`config.mk`:
```
export PLATFORM = sky130hd
export DESIGN_NAME = uart_tx
export DESIGN_NICKNAME = d
export VERILOG_FILES = /design/src/rtl/uart_tx.sv
export SDC_FILE = /design/constraint.sdc
export NUM_CORES = 1
export LEC_CHECK = 0
export CORE_AREA = 4 4 94 88
export DETAILED_ROUTE_END_ITERATION = 8
export DIE_AREA = 0 0 98 92
export PLACE_DENSITY = 0.67
export SLEW_MARGIN = 20
export SYNTH_ARGS = -nofsm -noshare
export SYNTH_HDL_FRONTEND = slang
export SYNTH_SLANG_ARGS = --single-unit
```
`constraint.sdc`:
```
create_clock -name clk_i -period 2.75 [get_ports clk_i]
set_input_delay 0.55 -clock clk_i [delete_from_list [all_inputs] [get_ports clk_i]]
set_output_delay 0.55 -clock clk_i [all_outputs]
set_load 0.005 [all_outputs]
```
`src/rtl/uart_tx.sv`:
```
// Byte-wide UART transmitter: a small FIFO feeding an 8N1 serialiser, with
// an optional even-parity bit. tx_o is registered from the next-state decode
// so the line never glitches.
module uart_tx #(
    parameter int CLKS_PER_BIT = 868,
    parameter int PARITY_EN    = 0,
    parameter int FIFO_DEPTH   = 4
) (
    input  logic       clk_i,
    input  logic       rst_i,
    input  logic [7:0] data_i,
    input  logic       valid_i,
    output logic       ready_o,
    output logic       tx_o,
    output logic       busy_o
);

    localparam int PTR_W = $clog2(FIFO_DEPTH);
    localparam int CNT_W = $clog2(CLKS_PER_BIT);
    localparam logic [PTR_W:0]   FULL_COUNT = (PTR_W + 1)'(FIFO_DEPTH);
    localparam logic [CNT_W-1:0] BIT_LAST   = CNT_W'(CLKS_PER_BIT - 1);

    // Parameter combinations the counters and pointer wrap cannot support.
    generate
        if (CLKS_PER_BIT < 2) begin : g_bad_clks_per_bit
            $error("uart_tx: CLKS_PER_BIT must be at least 2");
        end
        if (FIFO_DEPTH < 2 || (FIFO_DEPTH & (FIFO_DEPTH - 1)) != 0) begin : g_bad_fifo_depth
            $error("uart_tx: FIFO_DEPTH must be a power of two and at least 2");
        end
    endgenerate

    typedef enum logic [2:0] {
        IDLE,
        START,
        DATA,
        PARITY,
        STOP
    } state_t;

    // ------------------------------------------------------------------
    // Transmit FIFO
    // ------------------------------------------------------------------
    logic [7:0]       mem [FIFO_DEPTH];
    logic [PTR_W-1:0] wr_ptr_q;
    logic [PTR_W-1:0] rd_ptr_q;
    logic [PTR_W:0]   count_q;
    logic             push;
    logic             pop;
    logic             fifo_empty;
    logic [7:0]       head;

    // ready_o depends only on the registered count, so a same-cycle pop
    // never opens a slot for a byte offered while full.
    assign ready_o    = (count_q != FULL_COUNT);
    assign fifo_empty = (count_q == '0);
    assign push       = valid_i && ready_o && !rst_i;
    assign head       = mem[rd_ptr_q];

    // Byte storage, written at the tail.
    // NOTE: the storage array has no reset; the pointers and count define
    // which entries are live, and resetting memory would block RAM inference.
    always_ff @(posedge clk_i) begin
        if (push) begin
            mem[wr_ptr_q] <= data_i;
        end
    end

    // Pointers and occupancy; pointers wrap naturally at the power-of-two depth.
    // NOTE: state registers use non-blocking assignments so every flop
    // samples pre-edge values regardless of block evaluation order.
    always_ff @(posedge clk_i) begin
        if (rst_i) begin
            wr_ptr_q <= '0;
            rd_ptr_q <= '0;
            count_q  <= '0;
        end else begin
            if (push) begin
                wr_ptr_q <= wr_ptr_q + PTR_W'(1);
            end
            if (pop) begin
                rd_ptr_q <= rd_ptr_q + PTR_W'(1);
            end
            case ({push, pop})
                2'b10:   count_q <= count_q + (PTR_W + 1)'(1);
                2'b01:   count_q <= count_q - (PTR_W + 1)'(1);
                default: count_q <= count_q;
            endcase
        end
    end

    // ------------------------------------------------------------------
    // Serialiser FSM
    // ------------------------------------------------------------------
    state_t           state_q, state_d;
    logic [CNT_W-1:0] cnt_q, cnt_d;
    logic [2:0]       idx_q, idx_d;
    logic [7:0]       shift_q, shift_d;
    logic             par_q, par_d;
    logic             tx_q, tx_d;
    logic             bit_last;

    assign bit_last = (cnt_q == BIT_LAST);
    assign tx_o     = tx_q;
    assign busy_o   = (state_q != IDLE) || !fifo_empty;

    // State, bit timer, shift register and the registered line output.
    always_ff @(posedge clk_i) begin
        if (rst_i) begin
            state_q <= IDLE;
            cnt_q   <= '0;
            idx_q   <= '0;
            shift_q <= '0;
            par_q   <= 1'b0;
            tx_q    <= 1'b1;
        end else begin
            state_q <= state_d;
            cnt_q   <= cnt_d;
            idx_q   <= idx_d;
            shift_q <= shift_d;
            par_q   <= par_d;
            tx_q    <= tx_d;
        end
    end

    // Next-state, FIFO pop and next line level.
    // NOTE: every output of this block is given a default first, so no path
    // leaves a signal unassigned and no latch is inferred.
    always_comb begin
        state_d = state_q;
        cnt_d   = bit_last ? '0 : cnt_q + CNT_W'(1);
        idx_d   = idx_q;
        shift_d = shift_q;
        par_d   = par_q;
        pop     = 1'b0;
        tx_d    = 1'b1;

        case (state_q)
            IDLE: begin
                cnt_d = '0;
                if (!fifo_empty) begin
                    pop     = 1'b1;
                    state_d = START;
                end
            end
            START: begin
                if (bit_last) begin
                    state_d = DATA;
                    idx_d   = '0;
                end
            end
            DATA: begin
                if (bit_last) begin
                    shift_d = {1'b0, shift_q[7:1]};
                    idx_d   = idx_q + 3'd1;
                    if (idx_q == 3'd7) begin
                        state_d = (PARITY_EN != 0) ? PARITY : STOP;
                    end
                end
            end
            PARITY: begin
                if (bit_last) begin
                    state_d = STOP;
                end
            end
            STOP: begin
                // Chain straight into the next start bit when more data waits.
                if (bit_last) begin
                    if (!fifo_empty) begin
                        pop     = 1'b1;
                        state_d = START;
                    end else begin
                        state_d = IDLE;
                    end
                end
            end
            default: state_d = IDLE;
        endcase

        if (pop) begin
            shift_d = head;
            par_d   = ^head;
            cnt_d   = '0;
        end

        case (state_d)
            START:   tx_d = 1'b0;
            DATA:    tx_d = shift_d[0];
            PARITY:  tx_d = par_d;
            default: tx_d = 1'b1;
        endcase
    end

endmodule

```
### After elaboration in Yosys (flattened, before gate mapping)

Memories as Yosys holds them, arrays and structs flattened. A register that Yosys moved wholly into a read port is not among the register bits.
Index checks and enable logic that the tools add are counted.

| word-level totals | value |
|---|---|
| flip-flop bits (word level) | 33 |
| RAM bits | 32 |
| input bits | 11 |
| output and inout port bits | 3 |
| logic and storage cells | 71 |
| memories | 1 |

| operators by class | value |
|---|---|
| add/sub/neg operators | 6 |
| eq/ne operators | 14 |
| muxes and demuxes | 24 |
| reductions and logical operators | 16 |

Memories:

| name | depth | bits a word | rd ports | clocked after memory_dff | write ports | line | text |
|---|---|---|---|---|---|---|---|
| mem | 4 | 8 | 1 | 1 | 1 | 44 | `logic [7:0] mem [FIFO_DEPTH];` |

Operator list:

| kind | count |
|---|---|
| two-way mux 3 bit | 8 |
| two-way mux 8 bit | 3 |
| case mux 3 bit (5 select lines) | 1 |
| equality test 3 x 2 -> 1 bit (second input constant) | 4 |
| case mux 3 bit (2 select lines) | 2 |
| adder 10 x 1 -> 10 bit (second input constant) | 1 |
| equality test 10 bit (second input constant) | 1 |
| nonzero test 2 bit | 4 |
| parity 8 bit | 1 |
| adder 3 x 1 -> 3 bit (second input constant) | 2 |
| equality test 3 x 1 -> 1 bit (second input constant) | 2 |
| equality test 3 bit (second input constant) | 2 |
| logical NOT 3 bit | 2 |
| two-way mux 1 bit | 6 |
| adder 2 x 1 -> 2 bit (second input constant) | 2 |
| two-way mux 2 bit | 2 |
| != test 2 bit (second input constant) | 2 |
| OR reduction 4 bit | 1 |
| != test 3 bit (second input constant) | 1 |
| case mux 1 bit (3 select lines) | 1 |
| AND reduction 3 bit | 1 |
| nonzero test 3 bit | 1 |
| subtractor 3 x 1 -> 3 bit (second input constant) | 1 |
| equality test 2 x 1 -> 1 bit (second input constant) | 1 |
| 6 further kinds | 8 |

### Depth between registers and ports, before layout

| logic depth | value |
|---|---|
| depth in word-level cells | 6 |
| gate-level depth with buffers | 12 |
| mapped depth without buffers | 11 |

### Worst setup path after synthesis

OpenSTA, ideal clock, no wires.

| timing | value |
|---|---|
| kind | reg2reg |
| from | register cnt_q[0] |
| to | register count_q[2] |
| library setup time | 70 ps |
| data arrival time | 2967 ps |
| required time | 2680 ps |
| setup slack | -288 ps |
| stages on the path, launching flop included | 13 |
| buffers on the path | 1 |
| clock period less this slack | 3038 ps |
| cells stage by stage | dfxtp_1 ha_1 or3b_4 or3_1 buf_6 a21bo_4 clkinv_1 ha_1 inv_1 fa_1 xor2_1 or3_1 a21oi_1 |

| on the way | value |
|---|---|
| longest elaborated chain between the ends | 5 |
| elaborated cells between the ends (all ways) | 7 |
| those cells by class | eq/ne: 3; mux: 3; reduce/logical: 1 |

Ends and longest elaborated chain:

| element | line | text |
|---|---|---|
| start, declared | 96 | `logic [CNT_W-1:0] cnt_q, cnt_d;` |
| start signal, assigned | 118 | `cnt_q <= cnt_d;` |
| equality test 10 bit (*) | 103 | `assign bit_last = (cnt_q == BIT_LAST);` |
| two-way mux 1 bit (*) | 168 | `if (bit_last) begin` |
| case mux 1 bit (2 select lines) (*) | 138 | `case (state_q)` |
| equality test 2 x 1 -> 1 bit or equality test 2 bit (tied branches) | 84 | `case ({push, pop})` |
| case mux 3 bit (2 select lines) or nonzero test 2 bit (tied branches) | - |  |
| end signal, assigned | 85 | `2'b10: count_q <= count_q + (PTR_W + 1)'(1);` |
| end signal, assigned | 86 | `2'b01: count_q <= count_q - (PTR_W + 1)'(1);` |
| end signal, assigned | 87 | `default: count_q <= count_q;` |
| end, declared | 47 | `logic [PTR_W:0] count_q;` |

Mark *: on every way between the ends. The rest lies on a longest branch, timed or not.
A chain may end at the register's enable or synchronous reset.

### Worst setup path in the final report

Ends and elaborated chain as after synthesis.

==> summary.md <==
| Metric | Value |
|---|---|
| Status | `finished clean` |
| Io pins | `14` |
| YS warnings | `0` |
| Hold_buf cts | `0` |
| Fillers | `669` |
| Antenna Violating Nets Remaining | `0` |
| CP endpoint | `count_q[2]` |
| Drt pass-1 iters | `4` |
| DR DRC count | `0` |
| RSZ-0062 raised after global routing | `true` |
| Mux cell area share after synthesis | `8.44%` |
| Crit path DAT | `2.95 ns` |
| Final instance area | `3340 sq um` |
| Fin crit period | `2.68 ns` |
| Lkg Pwr | `1.12 nW` |
| Hold Slack | `0.448 ns` |
| M1 GR Usage | `14.0%` |
| Synth Cell Area | `2850 sq um` |
| End of the worst register-to-register path | `count_q[2]` |
| Most common cell after layout, fill and taps aside | `dfxtp_1` |
| Layout cell share with drive strength beyond 1 | `17.0%` |
| F_max | `374 MHz` |
| Synth area leader | `edfxtp_1` |
| Placer Congestion | `0.746` |
| Final hold violations | `0` |
| Vias in the first global route | `1,711` |
| Number of clock sinks | `67` |
| M3 GR Usage | `4.03%` |
| Cells after Synth | `229` |
| Max Root-Sink Buffers | `2` |
| Max H-tree Level | `3` |
| PortBufs | `13` |
| Critical Path Source Type | `flip-flop` |
| Pins over their slew limit | `0` |
| Clock Skew | `0.0120 ns` |
| Max Fanout on Critical Path | `4` |
| Register area share after synthesis | `58.4%` |
| Grt met2 use | `18.5%` |
| Vias | `1,689` |
| CTS tree | `built` |
| Starting Density | `38.9%` |
| CP startpoint | `cnt_q[0]` |
| Commonest non-fill, non-tap cells in the layout | `dfxtp_1 (33), edfxtp_1 (32), nor2_1 (31)` |
| Die Height | `92 um` |
| Clock Latency Late Sink | `0.34 ns` |
| Syn avg cell area | `12.4 sq um` |
| Drt via density | `4.84` |
| Distinct cells, synth | `39` |
| Max-Slew Margin vs Limit | `62.8%` |
| Area Growth Syn to Fin | `17.2%` |
| Part of the cycle the worst path needs | `97.3%` |
| Final-report setup violation count | `0` |
| Clock slew at reported path FFs | `0.08 ns` |
| Die W | `98 um` |
| Complex-gate fraction of the synthesized area | `6.02%` |
| Worst slew pin tran | `0.557 ns` |
| CTS Root Buffer Type | `clkbuf_8` |
| Hold Crit Class | `reg -> reg` |
| Tot GR Track Use | `11.6%` |
| Routed length per instance | `13.2 um` |
| Post-synthesis xor/xnor area fraction | `6.15%` |
| Largest family of logic cells by synthesized area | `simple AND/OR/NAND/NOR gates` |
| Worst Reg-to-Reg Cells | `11` |
| Post-Synth Adder-Cell Area | `4.22%` |
| Layer with the highest usage | `met2` |
| Synthesized Nets | `249` |
| Placed cell areas | `3120 sq um` |
| NumNets Final | `268` |
| Top cell type's share of synthesized area | `33.8%` |
| CP Capture Type | `flip-flop` |
| First-pass GRT wire length | `8190 um` |
| Reg2Reg Setup Slack | `0.07 ns` |
| Pwr per Cell Area | `845 nW/um^2` |
| Area share of and/or/nand/nor cells after synthesis | `13.8%` |
| Register bit total from synthesis | `67` |
| # rows | `30` |
| Antenna violations before repair | `0` |
| DR iter-0 viols | `68` |
| Overall power | `2.82 mW` |
| Final wirelength | `4610 um` |
| Die Area | `9020 sq um` |
| Core Area | `7320 sq um` |
| Worst setup path category | `reg -> reg` |
| FF-to-FF Start | `cnt_q[0]` |
| Total CTS buffers | `9` |
| Total grt overflow | `0` |
| Max-Cap Viols | `0` |
| Hpwl dp | `3180 um` |
| Peak VDD IR | `483 uV` |
| Worst Path Required | `3.03 ns` |
| Largest net degree at the start of global routing | `26` |
| Diodes inserted | `0` |
| Synth area leaders | `edfxtp_1 (34%), dfxtp_1 (25%), mux4_2 (6.3%), xnor2_1 (4.6%), nor2_1 (4.1%)` |
## state kept, by name, summed over array words and instances, names as in the netlist, 2 cells and up, named ones only
register and flops:
count_q 3, wr_ptr_q 2, rd_ptr_q 2, cnt_q 10, state_q 3, shift_q 8
mem 32, idx_q 3
## power breakdown
group | switching, mW | total [mW] | internal (mW)
Sequential | 0.0972 | 1.27 | 1.17
Combinational | 0.333 | 0.710 | 0.377
Clock | 0.408 | 0.840 | 0.432
Total | 0.838 | 2.82 | 1.98
## final cells by class
cell class              count  area (sq um)  area share, %
clock buffers               9           124           3.71
clock inverters             7          82.6           2.47
inverters                   8          35.0           1.05
multi-input cells         143          1130           34.0
flip-flops and latches     67          1670           49.9
well taps                  96           120           3.60
repair buffers             19           175           5.25
## per-stage QoR
stage / util [%] / std cells / setup TNS [ns] / setup slack, ns
final: 45.6 / 349 / 0 / 0.0747
after global routing: 45.6 / 349 / -0.00590 / -0.00590
after CTS: 45.4 / 348 / 0 / 0.0104
after detailed placement: 42.6 / 332 / 0 / 0.0308
after global placement: 42.6 / 332 / 0 / 0.0852
after floorplan: - / 229 / -0.0193 / -0.0193
## cells in the mapped netlist, drive strengths merged
cell,number
a211o,1
a211oi,6
a21bo,1
a21o,1
a21oi,9
a22oi,4
and2,4
and3,2
buf,6
clkbuf,5
clkinv,1
dfxtp,35
edfxtp,32
fa,1
ha,8
inv,7
mux2i,6
mux4,8
nand2,8
nand2b,1
nand3,8
nand3b,4
nand4,1
nand4bb,1
nor2,31
nor2b,1
nor3,4
nor3b,1
nor4,1
o21ai,2
o2bb2ai,1
or3,4
or3b,3
or4,1
xnor2,15
xor2,5
## critical path, stage by stage (launching register included)
cell and delay (ns):
dfxtp_4 0.37, ha_4 0.14, or3b_4 0.37, or3_4 0.38, a21bo_4 0.23, clkinv_4 0.05
ha_4 0.13, inv_2 0.04, fa_2 0.33, xor2_1 0.15, or3_1 0.31, a21oi_1 0.12
## repair_timing
action                                  CTS  global route
resized for setup                         0             3
buffers inserted                          0             1
endpoints found under the setup margin    0             1
## per-layer routing
| metal | share of wire, % | vias to the layer above |
|---|---|---|
| met5 | 0 | - |
| met4 | 1.7 | 0 |
| met3 | 3.5 | 10 |
| met2 | 50 | 21 |
| met1 | 45 | 805 |
| li1 | - | 853 |
## how the worst min path moves through the flow
stage,startpoint,cells past startpoint,endpoint,slack (ns)
2_1_floorplan,cnt_q[0],1,cnt_q[0],0.43
3_3_place_gp,cnt_q[0],1,cnt_q[0],0.44
3_5_place_dp,cnt_q[0],1,cnt_q[0],0.45
4_1_cts,cnt_q[0],1,cnt_q[0],0.46
5_1_grt,cnt_q[0],1,cnt_q[0],0.47
6_report,cnt_q[0],1,cnt_q[0],0.45
## kinds of logic after synthesis
| group | count (synthesis) |
|---|---|
| compound gates | 25 |
| xor+xnor | 20 |
| fa+ha+maj | 9 |
| buf+inv | 19 |
| flops | 67 |
| mux | 14 |
| simple gates | 75 |
(Power assumes the default switching activity.)
